`src/rtl/multicycle_controller_pkg.sv`:
```
// Purpose: shared encodings for the multi-cycle RV32I control unit, datapath and ALU.
// Latency: n/a (types and constants only).
// Backpressure: n/a.
// Contents: FSM state encoding, opcode constants, mux-select / ALU / immediate codes.
package multicycle_controller_pkg;

  // FETCH must stay at 0 so the reset state is the all-zero encoding.
  typedef enum logic [3:0] {
    FETCH    = 4'd0,
    DECODE   = 4'd1,
    MEMADR   = 4'd2,
    MEMREAD  = 4'd3,
    MEMWB    = 4'd4,
    MEMWRITE = 4'd5,
    EXECUTER = 4'd6,
    EXECUTEI = 4'd7,
    ALUWB    = 4'd8,
    BEQ      = 4'd9,
    JAL      = 4'd10
  } stateT;

  localparam logic [6:0] OP_LOAD   = 7'b0000011;
  localparam logic [6:0] OP_STORE  = 7'b0100011;
  localparam logic [6:0] OP_RTYPE  = 7'b0110011;
  localparam logic [6:0] OP_ITYPE  = 7'b0010011;
  localparam logic [6:0] OP_BRANCH = 7'b1100011;
  localparam logic [6:0] OP_JAL    = 7'b1101111;

  localparam logic [2:0] ALU_ADD = 3'b000;
  localparam logic [2:0] ALU_SUB = 3'b001;
  localparam logic [2:0] ALU_AND = 3'b010;
  localparam logic [2:0] ALU_OR  = 3'b011;
  localparam logic [2:0] ALU_XOR = 3'b100;
  localparam logic [2:0] ALU_SLT = 3'b101;

  localparam logic [1:0] ALUOP_ADD   = 2'b00;
  localparam logic [1:0] ALUOP_SUB   = 2'b01;
  localparam logic [1:0] ALUOP_FUNCT = 2'b10;

  localparam logic [1:0] RES_ALUOUT    = 2'b00;
  localparam logic [1:0] RES_MEMDATA   = 2'b01;
  localparam logic [1:0] RES_ALURESULT = 2'b10;

  localparam logic [1:0] SRCA_PC    = 2'b00;
  localparam logic [1:0] SRCA_OLDPC = 2'b01;
  localparam logic [1:0] SRCA_REGA  = 2'b10;

  localparam logic [1:0] SRCB_REGB = 2'b00;
  localparam logic [1:0] SRCB_IMM  = 2'b01;
  localparam logic [1:0] SRCB_FOUR = 2'b10;

  localparam logic [1:0] IMM_I = 2'b00;
  localparam logic [1:0] IMM_S = 2'b01;
  localparam logic [1:0] IMM_B = 2'b10;
  localparam logic [1:0] IMM_J = 2'b11;

  // Immediate format depends only on the opcode, never on FSM state.
  function automatic logic [1:0] immSrcOf(input logic [6:0] opcode);
    logic [1:0] sel;
    sel = IMM_I;
    case (opcode)
      OP_STORE:  sel = IMM_S;
      OP_BRANCH: sel = IMM_B;
      OP_JAL:    sel = IMM_J;
      default:   sel = IMM_I;
    endcase
    return sel;
  endfunction

endpackage

```
`src/rtl/multicycle_controller_if.sv`:
```
// Purpose: control bundle between the multi-cycle controller and the datapath.
// Latency: n/a (wiring only).
// Backpressure: none; the controller owns sequencing.
// master = controller (drives strobes/selects), slave = datapath (drives instruction fields, Zero).
interface multicycle_controller_if;
  logic [6:0] Opcode;
  logic [2:0] Funct3;
  logic       Funct7b5;
  logic       Zero;
  logic       PCWrite;
  logic       AdrSrc;
  logic       MemWrite;
  logic       IRWrite;
  logic       RegWrite;
  logic [1:0] ResultSrc;
  logic [1:0] ALUSrcA;
  logic [1:0] ALUSrcB;
  logic [1:0] ImmSrc;
  logic [2:0] ALUControl;

  modport master (
    input  Opcode, Funct3, Funct7b5, Zero,
    output PCWrite, AdrSrc, MemWrite, IRWrite, RegWrite,
           ResultSrc, ALUSrcA, ALUSrcB, ImmSrc, ALUControl
  );

  modport slave (
    output Opcode, Funct3, Funct7b5, Zero,
    input  PCWrite, AdrSrc, MemWrite, IRWrite, RegWrite,
           ResultSrc, ALUSrcA, ALUSrcB, ImmSrc, ALUControl
  );
endinterface

```
`src/rtl/multicycle_controller_alu_decoder.sv`:
```
// Purpose: maps ALUOp plus instruction function fields to the ALU operation code.
// Latency: combinational.
// Backpressure: none.
// Ports: ALUOp, Funct3, Funct7b5, Op5 (Opcode[5]) in; ALUControl out.
module alu_decoder
  import multicycle_controller_pkg::*;
(
  input  logic [1:0] ALUOp,
  input  logic [2:0] Funct3,
  input  logic       Funct7b5,
  input  logic       Op5,
  output logic [2:0] ALUControl
);

  always_comb begin
    ALUControl = ALU_ADD;
    case (ALUOp)
      ALUOP_ADD: ALUControl = ALU_ADD;
      ALUOP_SUB: ALUControl = ALU_SUB;
      ALUOP_FUNCT: begin
        case (Funct3)
          // Op5 separates R-type (sub possible) from I-type, where bit 30
          // is part of the immediate and addi must never become sub.
          3'b000:  ALUControl = (Funct7b5 & Op5) ? ALU_SUB : ALU_ADD;
          3'b010:  ALUControl = ALU_SLT;
          3'b100:  ALUControl = ALU_XOR;
          3'b110:  ALUControl = ALU_OR;
          3'b111:  ALUControl = ALU_AND;
          default: ALUControl = ALU_ADD;
        endcase
      end
      default: ALUControl = ALU_ADD;
    endcase
  end

endmodule

```
`src/rtl/multicycle_controller.sv`:
```
// Purpose: Moore FSM sequencing RV32I instructions through fetch/decode/execute/memory/writeback.
// Latency: lw 5, sw/R/I/jal 4, beq 3, unknown opcode 2 cycles per instruction.
// Backpressure: none; one state step per CLK, RESET aborts immediately.
// Ports: CLK, RESET (async, active-high); bus (master side of multicycle_controller_if).
module multicycle_controller
  import multicycle_controller_pkg::*;
(
  input  logic                          CLK,
  input  logic                          RESET,
  multicycle_controller_if.master       bus
);

  stateT      state;
  stateT      nextState;
  logic       pcUpdate;
  logic       branch;
  logic       irWriteRaw;
  logic       regWriteRaw;
  logic       memWriteRaw;
  logic [1:0] aluOp;

  always_ff @(posedge CLK or posedge RESET) begin
    if (RESET) state <= FETCH;
    else       state <= nextState;
  end

  always_comb begin
    nextState     = FETCH;
    pcUpdate      = 1'b0;
    branch        = 1'b0;
    irWriteRaw    = 1'b0;
    regWriteRaw   = 1'b0;
    memWriteRaw   = 1'b0;
    aluOp         = ALUOP_ADD;
    bus.AdrSrc    = 1'b0;
    bus.ResultSrc = RES_ALUOUT;
    bus.ALUSrcA   = SRCA_PC;
    bus.ALUSrcB   = SRCB_REGB;
    case (state)
      FETCH: begin
        nextState     = DECODE;
        irWriteRaw    = 1'b1;
        pcUpdate      = 1'b1;
        bus.ALUSrcB   = SRCB_FOUR;
        bus.ResultSrc = RES_ALURESULT;
      end
      DECODE: begin
        // Branch target is precomputed here into ALUOut for BEQ.
        bus.ALUSrcA = SRCA_OLDPC;
        bus.ALUSrcB = SRCB_IMM;
        case (bus.Opcode)
          OP_LOAD, OP_STORE: nextState = MEMADR;
          OP_RTYPE:          nextState = EXECUTER;
          OP_ITYPE:          nextState = EXECUTEI;
          OP_BRANCH:         nextState = BEQ;
          OP_JAL:            nextState = JAL;
          default:           nextState = FETCH;
        endcase
      end
      MEMADR: begin
        bus.ALUSrcA = SRCA_REGA;
        bus.ALUSrcB = SRCB_IMM;
        nextState   = (bus.Opcode == OP_LOAD) ? MEMREAD : MEMWRITE;
      end
      MEMREAD: begin
        bus.AdrSrc = 1'b1;
        nextState  = MEMWB;
      end
      MEMWB: begin
        bus.ResultSrc = RES_MEMDATA;
        regWriteRaw   = 1'b1;
        nextState     = FETCH;
      end
      MEMWRITE: begin
        bus.AdrSrc  = 1'b1;
        memWriteRaw = 1'b1;
        nextState   = FETCH;
      end
      EXECUTER: begin
        bus.ALUSrcA = SRCA_REGA;
        aluOp       = ALUOP_FUNCT;
        nextState   = ALUWB;
      end
      EXECUTEI: begin
        bus.ALUSrcA = SRCA_REGA;
        bus.ALUSrcB = SRCB_IMM;
        aluOp       = ALUOP_FUNCT;
        nextState   = ALUWB;
      end
      ALUWB: begin
        regWriteRaw = 1'b1;
        nextState   = FETCH;
      end
      BEQ: begin
        bus.ALUSrcA = SRCA_REGA;
        aluOp       = ALUOP_SUB;
        branch      = 1'b1;
        nextState   = FETCH;
      end
      JAL: begin
        // PC <= target while OldPC+4 is computed for the link writeback.
        bus.ALUSrcA = SRCA_OLDPC;
        bus.ALUSrcB = SRCB_FOUR;
        pcUpdate    = 1'b1;
        nextState   = ALUWB;
      end
      default: nextState = FETCH;
    endcase
  end

  // The state register already sits in FETCH during reset, whose Moore
  // outputs include write strobes; gate them so nothing commits while held.
  assign bus.PCWrite  = ~RESET & (pcUpdate | (branch & bus.Zero));
  assign bus.IRWrite  = ~RESET & irWriteRaw;
  assign bus.RegWrite = ~RESET & regWriteRaw;
  assign bus.MemWrite = ~RESET & memWriteRaw;
  assign bus.ImmSrc   = immSrcOf(bus.Opcode);

  alu_decoder uAluDecoder (
    .ALUOp      (aluOp),
    .Funct3     (bus.Funct3),
    .Funct7b5   (bus.Funct7b5),
    .Op5        (bus.Opcode[5]),
    .ALUControl (bus.ALUControl)
  );

endmodule
```
`src/flat_wrapper.sv`:
```
// flat-port wrapper written by rule: the top's interface ports become plain ports
module multicycle_controller_flat import multicycle_controller_pkg::*;
  (CLK, RESET, bus_Opcode, bus_Funct3, bus_Funct7b5, bus_Zero, bus_PCWrite, bus_AdrSrc, bus_MemWrite, bus_IRWrite, bus_RegWrite, bus_ResultSrc, bus_ALUSrcA, bus_ALUSrcB, bus_ImmSrc, bus_ALUControl);
  multicycle_controller_if bus_i ();
  input  logic CLK;
  input  logic RESET;
  input wire logic [$bits(bus_i.Opcode)-1:0] bus_Opcode;
  input wire logic [$bits(bus_i.Funct3)-1:0] bus_Funct3;
  input wire logic [$bits(bus_i.Funct7b5)-1:0] bus_Funct7b5;
  input wire logic [$bits(bus_i.Zero)-1:0] bus_Zero;
  output wire logic [$bits(bus_i.PCWrite)-1:0] bus_PCWrite;
  output wire logic [$bits(bus_i.AdrSrc)-1:0] bus_AdrSrc;
  output wire logic [$bits(bus_i.MemWrite)-1:0] bus_MemWrite;
  output wire logic [$bits(bus_i.IRWrite)-1:0] bus_IRWrite;
  output wire logic [$bits(bus_i.RegWrite)-1:0] bus_RegWrite;
  output wire logic [$bits(bus_i.ResultSrc)-1:0] bus_ResultSrc;
  output wire logic [$bits(bus_i.ALUSrcA)-1:0] bus_ALUSrcA;
  output wire logic [$bits(bus_i.ALUSrcB)-1:0] bus_ALUSrcB;
  output wire logic [$bits(bus_i.ImmSrc)-1:0] bus_ImmSrc;
  output wire logic [$bits(bus_i.ALUControl)-1:0] bus_ALUControl;
  assign bus_i.Opcode = bus_Opcode;
  assign bus_i.Funct3 = bus_Funct3;
  assign bus_i.Funct7b5 = bus_Funct7b5;
  assign bus_i.Zero = bus_Zero;
  assign bus_PCWrite = bus_i.PCWrite;
  assign bus_AdrSrc = bus_i.AdrSrc;
  assign bus_MemWrite = bus_i.MemWrite;
  assign bus_IRWrite = bus_i.IRWrite;
  assign bus_RegWrite = bus_i.RegWrite;
  assign bus_ResultSrc = bus_i.ResultSrc;
  assign bus_ALUSrcA = bus_i.ALUSrcA;
  assign bus_ALUSrcB = bus_i.ALUSrcB;
  assign bus_ImmSrc = bus_i.ImmSrc;
  assign bus_ALUControl = bus_i.ALUControl;
  multicycle_controller u_core (.CLK(CLK), .RESET(RESET), .bus(bus_i));
endmodule
```
`config.mk`:
```
export PLATFORM = sky130hd
export DESIGN_NAME = multicycle_controller_flat
export DESIGN_NICKNAME = d
export VERILOG_FILES = /design/src/rtl/multicycle_controller_pkg.sv /design/src/rtl/multicycle_controller_if.sv /design/src/rtl/multicycle_controller_alu_decoder.sv /design/src/rtl/multicycle_controller.sv /design/src/flat_wrapper.sv
export SDC_FILE = /design/constraint.sdc
export NUM_CORES = 1
export LEC_CHECK = 0
export CAP_MARGIN = 10
export CORE_UTILIZATION = 38
export CTS_CLUSTER_SIZE = 10
export DETAILED_ROUTE_END_ITERATION = 16
export PLACE_DENSITY = 0.8
export SLEW_MARGIN = 20
export SYNTH_ARGS = -nofsm -noshare
export SYNTH_HDL_FRONTEND = slang
export SYNTH_SLANG_ARGS = --single-unit
```
`constraint.sdc`:
```
create_clock -name CLK -period 2.75 [get_ports CLK]
set_input_delay 0.55 -clock CLK [delete_from_list [all_inputs] [get_ports CLK]]
set_output_delay 0.55 -clock CLK [all_outputs]
set_load 0.01 [all_outputs]
```
======== Word-level counts from Yosys, hierarchy flattened ========
Cells that the tools add are included.
storage, ports and cells
  logic and storage cells ................. 59
  output and inout bits ................... 16
  input port bits ......................... 14
  register bits after elaboration ......... 4
cells by class
  equality and inequality tests ........... 22
  bitwise logic cells ..................... 8
  reductions and logical operators ........ 11
  muxes and demuxes ....................... 17
operators with widths
  operator                                       count
  case mux 4 bit (5 select lines)                2
  == test 4 x 3 -> 1 bit, second input constant  4
  case mux 2 bit (2 select lines)                4
  case mux 3 bit (5 select lines)                1
  == test 7 x 6 -> 1 bit, second input constant  2
  == test 7 bit, second input constant           2
  == test 4 bit, second input constant           3
  OR reduction 2 bit                             6
  == test 3 bit, second input constant           3
  == test 4 x 2 -> 1 bit, second input constant  2
  == test 7 x 2 -> 1 bit, second input constant  1
  == test 7 x 5 -> 1 bit, second input constant  1
  two-way mux 1 bit                              7
  bitwise AND 1 bit                              6
  case mux 2 bit (3 select lines)                1
  case mux 3 bit (2 select lines)                1
  OR reduction 3 bit                             2
  == test 4 x 1 -> 1 bit, second input constant  1
  logical NOT 4 bit                              1
  OR reduction 4 bit                             1
  == test 3 x 2 -> 1 bit, second input constant  1
  logical NOT 3 bit                              1
  two-way mux 3 bit                              1
  == test 2 x 1 -> 1 bit, second input constant  1
  3 further kinds                                3

======== Depth between registers and ports, before layout ========
Gate-level depths: netlist of the first run.
  depth after elaboration ................. 5
  gate-level depth with buffers ........... 7
  mapped depth without buffers ............ 6

======== By module ========
A second synthesis of the first run with hierarchy kept.
second synthesis, totals
  cells, all modules ...................... 76
  area total of the unflattened synthesis .. 566.8 um^2
by module, submodules not included
  module                 cells each  area each (um^2)  seq. area each (um^2)  times used
  multicycle_controller  64          467.9             100.1                  1
  alu_decoder            12          98.8              0.0                    1

======== Least setup slack after synthesis of the first run ========
OpenSTA, ideal clock, no wires.
  path type ............................... flip-flop to output port
  start point ............................. register u_core.state[3]
  end point ............................... output port bus_ALUControl[1]
  slack ................................... 489 ps
  cell stages (with the launch flop) ...... 6
  required time ........................... 2200 ps
  data arrival time ....................... 1711 ps
  buffers on the path ..................... 1
  cells stage by stage .................... dfrtp_1 -> clkbuf_1 -> inv_2 -> or3_1 -> ha_1 -> and4b_1
on the way
  cells in the longest elaborated chain, start to end .. 5
  elaborated cells on any way between the ends .. 8
  classes of those cells .................. eq/ne (5); mux (2); reduce/logical (1)
RTL lines
  what                                                            line                                     source
  start, declared                                                 multicycle_controller.sv:13              stateT state;
  start signal, assigned                                          multicycle_controller.sv:24              else state <= nextState;
  == test 4 x 3 -> 1 bit                                          multicycle_controller.sv:39              case (state)
  OR reduction 2 bit (no line)                                    -
  case mux 2 bit (2 select lines) (*)                             multicycle_controller.sv:39
  == test 2 bit / == test 2 x 1 -> 1 bit (equally long branches)  multicycle_controller_alu_decoder.sv:17  case (ALUOp)
  case mux 3 bit (2 select lines) (*)                             multicycle_controller_alu_decoder.sv:17
  end, declared                                                   flat_wrapper.sv:20                       output wire logic [$bits(bus_i.ALUControl)-1:0] bus_ALUControl;
Every way passes the cells marked *; elsewhere a longest branch is shown, timed or not.

======== Final worst setup path of the first run ========
  start point ............................. input port bus_Opcode[3]
  end point ............................... output port bus_ImmSrc[0]
on the way
  cells in the longest elaborated chain, start to end .. 2
  elaborated cells on any way between the ends .. 4
  classes of those cells .................. eq/ne (3); mux (1)
RTL lines
  what                                                            line                             source
  start, declared                                                 flat_wrapper.sv:7                input wire logic [$bits(bus_i.Opcode)-1:0] bus_Opcode;
  == test 7 bit / == test 7 x 6 -> 1 bit (equally long branches)  multicycle_controller_pkg.sv:61  case (opcode)
  case mux 2 bit (3 select lines) (*)                             multicycle_controller_pkg.sv:61
  end, declared                                                   flat_wrapper.sv:19               output wire logic [$bits(bus_i.ImmSrc)-1:0] bus_ImmSrc;
Marked as above.

==> results of run 1 <==
==> metrics by stage <==
step | std cells | setup slack, ns | area [µm²] | hold slack, ns
final | 133 | 0.06986 | 972.2 | 0.6784
after detailed placement | 130 | 0.09439 | 915.9 | 0.6877
after floorplan | 82 | 0.4886 | 561.8 | 0.3263
after CTS | 133 | 0.01342 | 964.7 | 0.6772
after global placement | 130 | 0.04601 | 915.9 | 0.6730
after global routing | 133 | 0.02376 | 972.2 | 0.6877
==> final timing paths <==
path | from | endpoint | slack, ns | depth (start not counted)
min | u_core.state[1] | u_core.state[3] | 0.68 | 2
min reg2reg | u_core.state[1] | u_core.state[3] | 0.68 | 2
max | bus_Opcode[3] | bus_ImmSrc[0] | 0.07 | 5
min in group asynchronous | RESET | u_core.state[1] | 0.70 | 3
max in group asynchronous | RESET | u_core.state[3] | 1.95 | 3
max reg2reg | u_core.state[3] | u_core.state[1] | 0.93 | 4
==> synth_stat cells (all sizes together) (2+ instances only) <==
cell and n:
a21oi 4, a2bb2oi 2, and2 3, and3 3, clkbuf 3, dfrtp 4
ha 2, inv 6, nand2 6, nand2b 3, nor2 9, nor2b 3
nor3 7, o21ai 4, or2 2, or3 2, xor2 4
==> kinds of logic after synthesis <==
kind of cell / count (synthesis)
and+or+nand+nor: 47
AOI/OAI and AO/OA: 14
adders and majority gates: 2
DFF: 4
xor gates and xnor gates: 5
buffers and inverters: 10
==> power groups by stage <==
stage | Sequential, mW | Clock [mW] | Combinational, mW
floorplan | 0.0754 | 0 | 0.150
detailed placement | 0.0727 | 0 | 0.299
finish | 0.0726 | 0.0753 | 0.302
CTS | 0.0722 | 0.0757 | 0.302
global placement | 0.0722 | 0 | 0.294
global route | 0.0730 | 0.0791 | 0.330
==> worst min-delay path: cells and delay by family (launching register included) <==
kind            cells  cell delay (ns)
flops               1             0.34
buf+inv             1             0.16
compound gates      1             0.13
==> cell type report <==
class                           instances  area [µm²]
Clock buffer                            3       22.52
Fill cell                             116       361.6
Inverter                                6       22.52
Multi-Input combinational cell         68       446.7
Sequential cell                         4       100.1
Tap cell                               15       18.77
Timing Repair Buffer                   37       361.6
==> per-layer routing <==
metal	GRT usage, %	wire [µm]
met5	0	0
met4	5.000	0
met1	27.81	761
met2	39.68	834
met3	6.667	122
==> what timing repair did <==
action / 4_1_cts / 5_1_grt
gates resized for setup: 5 / 3
hold endpoints to repair: 0 / 0
pin swaps: 0 / 0
setup endpoints to repair: 2 / 3
==> run summary, run 1 <==
Worst Path Buf+Inv: 2
CP dominant cell by count: clkdlybuf4s50_1
Worst VDD drop: 0.0002847 V
Initial core utilization: 42.12%
Gpl congestion: 0.8306
Clock Tree Buf Depth: 2
CTS tree: built
Synth top area cells: dfrtp_1 18%, nor3_1 6.2%, xor2_1 6.2%
Max stage delay on crit path: 0.55 ns
Die width: 40.45 µm
Area Overhead vs Synth: 73.05%
CP required: 2.20 ns
Ports: 30
CP Class: in -> out
Tightest Pin Transition: 0.3729 ns
Antenna-violating nets left: 0
Power Total: 0.4498 mW
Fin Setup TNS: 0 ns
Post-Syn Instances: 82
Mapped Nets: 98
Max FFs per register: 4
Post-layout util: 72.89%
Latest clock arrival within the worst-skew pair: 0.24 ns
Clk sink count: 4
Setup Buffers After CTS: 0
Number of hold buffers added after CTS: 0
Adder-cell share of the synthesized area: 4.454%
Die area: 0.001636 mm²
Critical Path Fanout Max: 5
Cell internal pwr: 0.2787 mW
Synth Register Bits: 4
Synth top area share: 17.82%
Largest net degree at the start of global routing: 15
Status: complete, no violations
Post-DP HPWL: 1346 µm
Critical-path cell list: clkdlybuf4s50_1, nor3_1, nand2_1, a21oi_1, clkdlybuf4s50_1
Diode count: 0
Worst hold path type: reg -> reg
All-Layer GR Usage: 23.01%
Clk root buf: clkbuf_4
Synth async-reset ratio: 100.0%
Tcrit/Tclk final: 97.46%
Fin. max-slew vios: 0
Tmin final: 2.680 ns
Via count: 728
Commonest non-fill, non-tap cell in the layout: clkdlybuf4s50_1
Top Registers: u_core.state: 4 flops
DRT Pass-1 Iters: 4
Worst Skew: 0.004643 ns
Dominant synthesized flop cell: dfrtp_1
Port buffer count: 29
Crit-path leading delay family: buffers and inverters
Chip height: 40.45 µm
Combined area of all synthesized cells: 561.8 µm²
Area of the core: 0.001334 mm²
CP startpoint kind: primary input
Register area share after synthesis: 17.82%
Row count: 13
Sequential Power Share: 16.1%
GRT overflow: 0
Yosys warning count: 0
Clk slew on worst S/H paths: 0.04 ns
Number of DRC markers in iteration 0: 15
Final setup fails: 0
Layout cells sized above 1: 15.25%
Max-cap violation count: 0
RSZ-0062 raised after global routing: no
Switching Fraction: 38.05%
Post-synthesis cell type count: 35
Cell taking the most area after synthesis: dfrtp_1
Largest family of logic cells by synthesized area: simple AND/OR/NAND/NOR gates
Mux share of post-synthesis cell area: 0%
Leak: 0.4738 nW
DR vias/cell: 5.474
PD cells: 462.7 mW/mm²
Reg with most FFs: u_core.state
Initial antenna violation count: 0
Global-route wire length before repair: 2456 µm
Crit end category: output pin
Commonest cells after routing, fill and taps aside: 26 x clkdlybuf4s50_1, 9 x nor2_1, 7 x nor3_1, 7 x buf_4, 6 x nand2_1
Synthesized-area fraction occupied by and/or/nand/nor cells: 46.99%
CTS H-Tree Depth: 1
Syn avg cell area: 6.851 µm²
DR WL/cell: 12.92 µm
CP max stage cell: clkdlybuf4s50_1
P_sw: 0.1712 mW
Number of global-route vias before repair: 594
Xor/xnor cell area share of the yosys netlist: 7.795%
Worst Path Arrival: 2.13 ns
Routed wire length: 1719 µm
Final nets: 136
Compound-Gate Fraction of Synth Area: 16.26%
Comb pwr share: 67.1%
Fmax: 0.3731 GHz
Final Hold Vio Count: 0
Post-synth EDFFs: 0
Total CTS buffers: 3
DRC viols: 0
Relative slew slack: 74.50%
Clk pwr share: 16.7%
Power figures use the tool's default switching activity.
==> inputs of run 2 (changes only) <==
--- a/config.mk
+++ b/config.mk
@@ -6,10 +6,11 @@
 export NUM_CORES = 1
 export LEC_CHECK = 0
 export CAP_MARGIN = 10
-export CORE_UTILIZATION = 38
+export CORE_UTILIZATION = 40
+export CTS_BUF_LIST = sky130_fd_sc_hd__clkbuf_8
 export CTS_CLUSTER_SIZE = 10
 export DETAILED_ROUTE_END_ITERATION = 16
-export PLACE_DENSITY = 0.8
+export PLACE_DENSITY = 0.84
 export SLEW_MARGIN = 20
 export SYNTH_ARGS = -nofsm -noshare
 export SYNTH_HDL_FRONTEND = slang
==> run summary, run 2 (synthesis results as in run 1) <==
Status: complete, no violations
Max FFs per register: 4 (unchanged)
Clk root buf: clkbuf_8
Commonest cells after routing, fill and taps aside: 25 x clkdlybuf4s50_1, 9 x nor2_1, 6 x nand2_1, 5 x nor3_1, 5 x buf_4
DRT Pass-1 Iters: 4 (unchanged)
WL met1: 768 µm (+0.92%)
Port buffer count: 29 (unchanged)
Latest clock arrival within the worst-skew pair: 0.22 ns (-0.02 ns)
Die area: 0.001558 mm² (-4.8%)
Total CTS buffers: 3 (unchanged)
Max stage delay on crit path: 0.54 ns (about the same)
PD cells: 515.7 mW/mm² (+11%)
Crit end category: output pin
Initial antenna violation count: 0 (unchanged)
Layout cells sized above 1: 13.79% (-1.5 points)
Number of global-route vias before repair: 668 (+12%)
Chip height: 39.48 µm (-2.4%)
Leak: 0.4681 nW (-1.2%)
RSZ-0062 raised after global routing: no
Critical-path cell list: clkdlybuf4s50_1, nor3_4, nand2_1, a21oi_1, clkdlybuf4s50_1
Initial core utilization: 43.17% (+1.1 points)
Clock Tree Buf Depth: 2 (unchanged)
CP required: 2.20 ns (about the same)
Gpl congestion: 0.7689 (-7.4%)
Fillers: 108 (-6.9%)
Diode count: 0 (unchanged)
Worst Path Buf+Inv: 2 (unchanged)
Routed wire length: 1861 µm (+8.3%)
CP Class: in -> out
All-Layer GR Usage: 26.82% (+3.8 points)
Worst Path Arrival: 2.11 ns (-0.02 ns)
Tmin final: 2.660 ns (-0.01983 ns)
Global-route wire length before repair: 2829 µm (+15%)
Crit-path leading delay family: buffers and inverters
Max-cap violation count: 0 (unchanged)
DR vias/cell: 5.641 (+3.1%)
Flop2flop setup slack: 0.89 ns (-0.04 ns)
Ports: 30 (unchanged)
Post-layout instance area: 975.9 µm² (+0.39%)
Tcrit/Tclk final: 96.74% (-0.72 points)
Post-layout util: 75.00% (+2.1 points)
R2r worst-path depth: 4 (unchanged)
Row count: 13 (unchanged)
Via count: 739 (+1.5%)
Final Hold Vio Count: 0 (unchanged)
DR WL/cell: 14.21 µm (+9.9%)
Setup Buffers After CTS: 0 (unchanged)
CP max stage cell: clkdlybuf4s50_1
Post-DP Area: 900.9 µm² (-1.6%)
Die width: 39.48 µm (-2.4%)
DRC viols: 0 (unchanged)
Metal2 WL: 980 µm (+18%)
Number of hold buffers added after CTS: 0 (unchanged)
CTS tree: built
Number of DRC markers in iteration 0: 16 (+1)
Met3 WL post-DR: 96 µm (-21%)
Post-DP HPWL: 1315 µm (-2.3%)
Critical Path Fanout Max: 5 (unchanged)
Top Registers: u_core.state: 4 flops
Area of the core: 0.001301 mm² (-2.4%)
Worst hold margin: 0.6105 ns (-0.06791 ns)
Area Overhead vs Synth: 73.72%
Fin. max-slew vios: 0 (unchanged)
Worst Skew: 0.003157 ns (-0.001486 ns)
Fmax: 0.3759 GHz (+0.75%)
Clk sink count: 4 (unchanged)
Worst VDD drop: 0.0004119 V (+45%)
Antenna-violating nets left: 0 (unchanged)
Final nets: 134 (-1.5%)
Reg2Reg Launch Point: u_core.state[3]
CTS H-Tree Depth: 1 (unchanged)
Clk slew on worst S/H paths: 0.03 ns (about the same)
CP dominant cell by count: clkdlybuf4s50_1
R2R Path End: u_core.state[1]
Commonest non-fill, non-tap cell in the layout: clkdlybuf4s50_1
Tightest Pin Transition: 0.6463 ns (+0.2735 ns)
Worst hold path type: in -> async
Relative slew slack: 55.80% (-19 points)
CP startpoint kind: primary input
Final setup fails: 0 (unchanged)
Uppermost layer routed: met4
Largest net degree at the start of global routing: 15 (unchanged)
CTS resizes: 3 (-2)
GRT overflow: 0 (unchanged)
Reg with most FFs: u_core.state
-- run 2: cell types whose count changed in the layout (fill, tap and decap cells not counted) --
cell and delta:
ha_1 +1, and2_1 +1, clkbuf_4 -3, ha_4 -1, clkdlybuf4s50_1 -1, nor3_2 +1
buf_4 -2, dlygate4sd2_1 +1, clkbuf_8 +3, nor3_1 -2, nor3_4 +1, and2_4 -1
-- run 2: report_power, final --
| group | switching [mW] | total, mW | internal (mW) | leakage [nW] |
|---|---|---|---|---|
| logic | 0.143 | 0.303 | 0.160 | 0.393 |
| registers | 0.00461 | 0.0725 | 0.0679 | 0.0532 |
| clock network | 0.0337 | 0.127 | 0.0936 | 0.0216 |
| total | 0.181 | 0.503 | 0.322 | 0.468 |
-- run 2: routing by layer --
metal,vias to the layer above,global-route usage [%]
li1,362,-
met1,341,32.99
met2,34,45.49
met3,2,2.841
met4,0,12.93
met5,-,0
-- run 2: layout make-up --
| type | count | area, µm² | share of cell area, % |
|---|---|---|---|
| well taps | 15 | 18.77 | 1.923 |
| clock buffers | 3 | 41.29 | 4.231 |
| repair buffers | 35 | 345.3 | 35.38 |
| multi-input cells | 68 | 447.9 | 45.90 |
| flip-flops and latches | 4 | 100.1 | 10.26 |
| inverters | 6 | 22.52 | 2.308 |
-- run 2: worst reg2reg max path, delay by kind of cell, from the launching register on --
| kind | cells | cell delay (ns) |
|---|---|---|
| AOI/OAI and AO/OA | 1 | 0.16 |
| DFF | 1 | 0.38 |
| buffers and inverters | 1 | 0.18 |
| and+or+nand+nor | 2 | 1.06 |
-- run 2: per-stage QoR --
stage	setup slack, ns	std cells	TNS (ns)	total power, mW
3_3_place_gp	0.06119	128	0	0.3623
4_1_cts	0.01642	131	0	0.5002
3_5_place_dp	-0.02712	128	-0.02712	0.3685
6_report	0.08969	131	0	0.5033
5_1_grt	0.002511	131	0	0.5376
2_1_floorplan	0.4886	82	0	0.2252
-- run 2: how the worst max path moves through the flow --
stage                    start           endpoint  slack [ns]  cells after the start
6_report         bus_Opcode[2]      bus_ImmSrc[0]        0.09                      5
5_1_grt          bus_Opcode[2]      bus_ImmSrc[0]       0.003                      5
4_1_cts        u_core.state[3]  bus_ALUControl[0]        0.02                      8
3_5_place_dp     bus_Opcode[3]      bus_ImmSrc[0]       -0.03                      5
3_3_place_gp     bus_Opcode[3]      bus_ImmSrc[0]        0.06                      5
2_1_floorplan  u_core.state[3]  bus_ALUControl[1]        0.49                      5
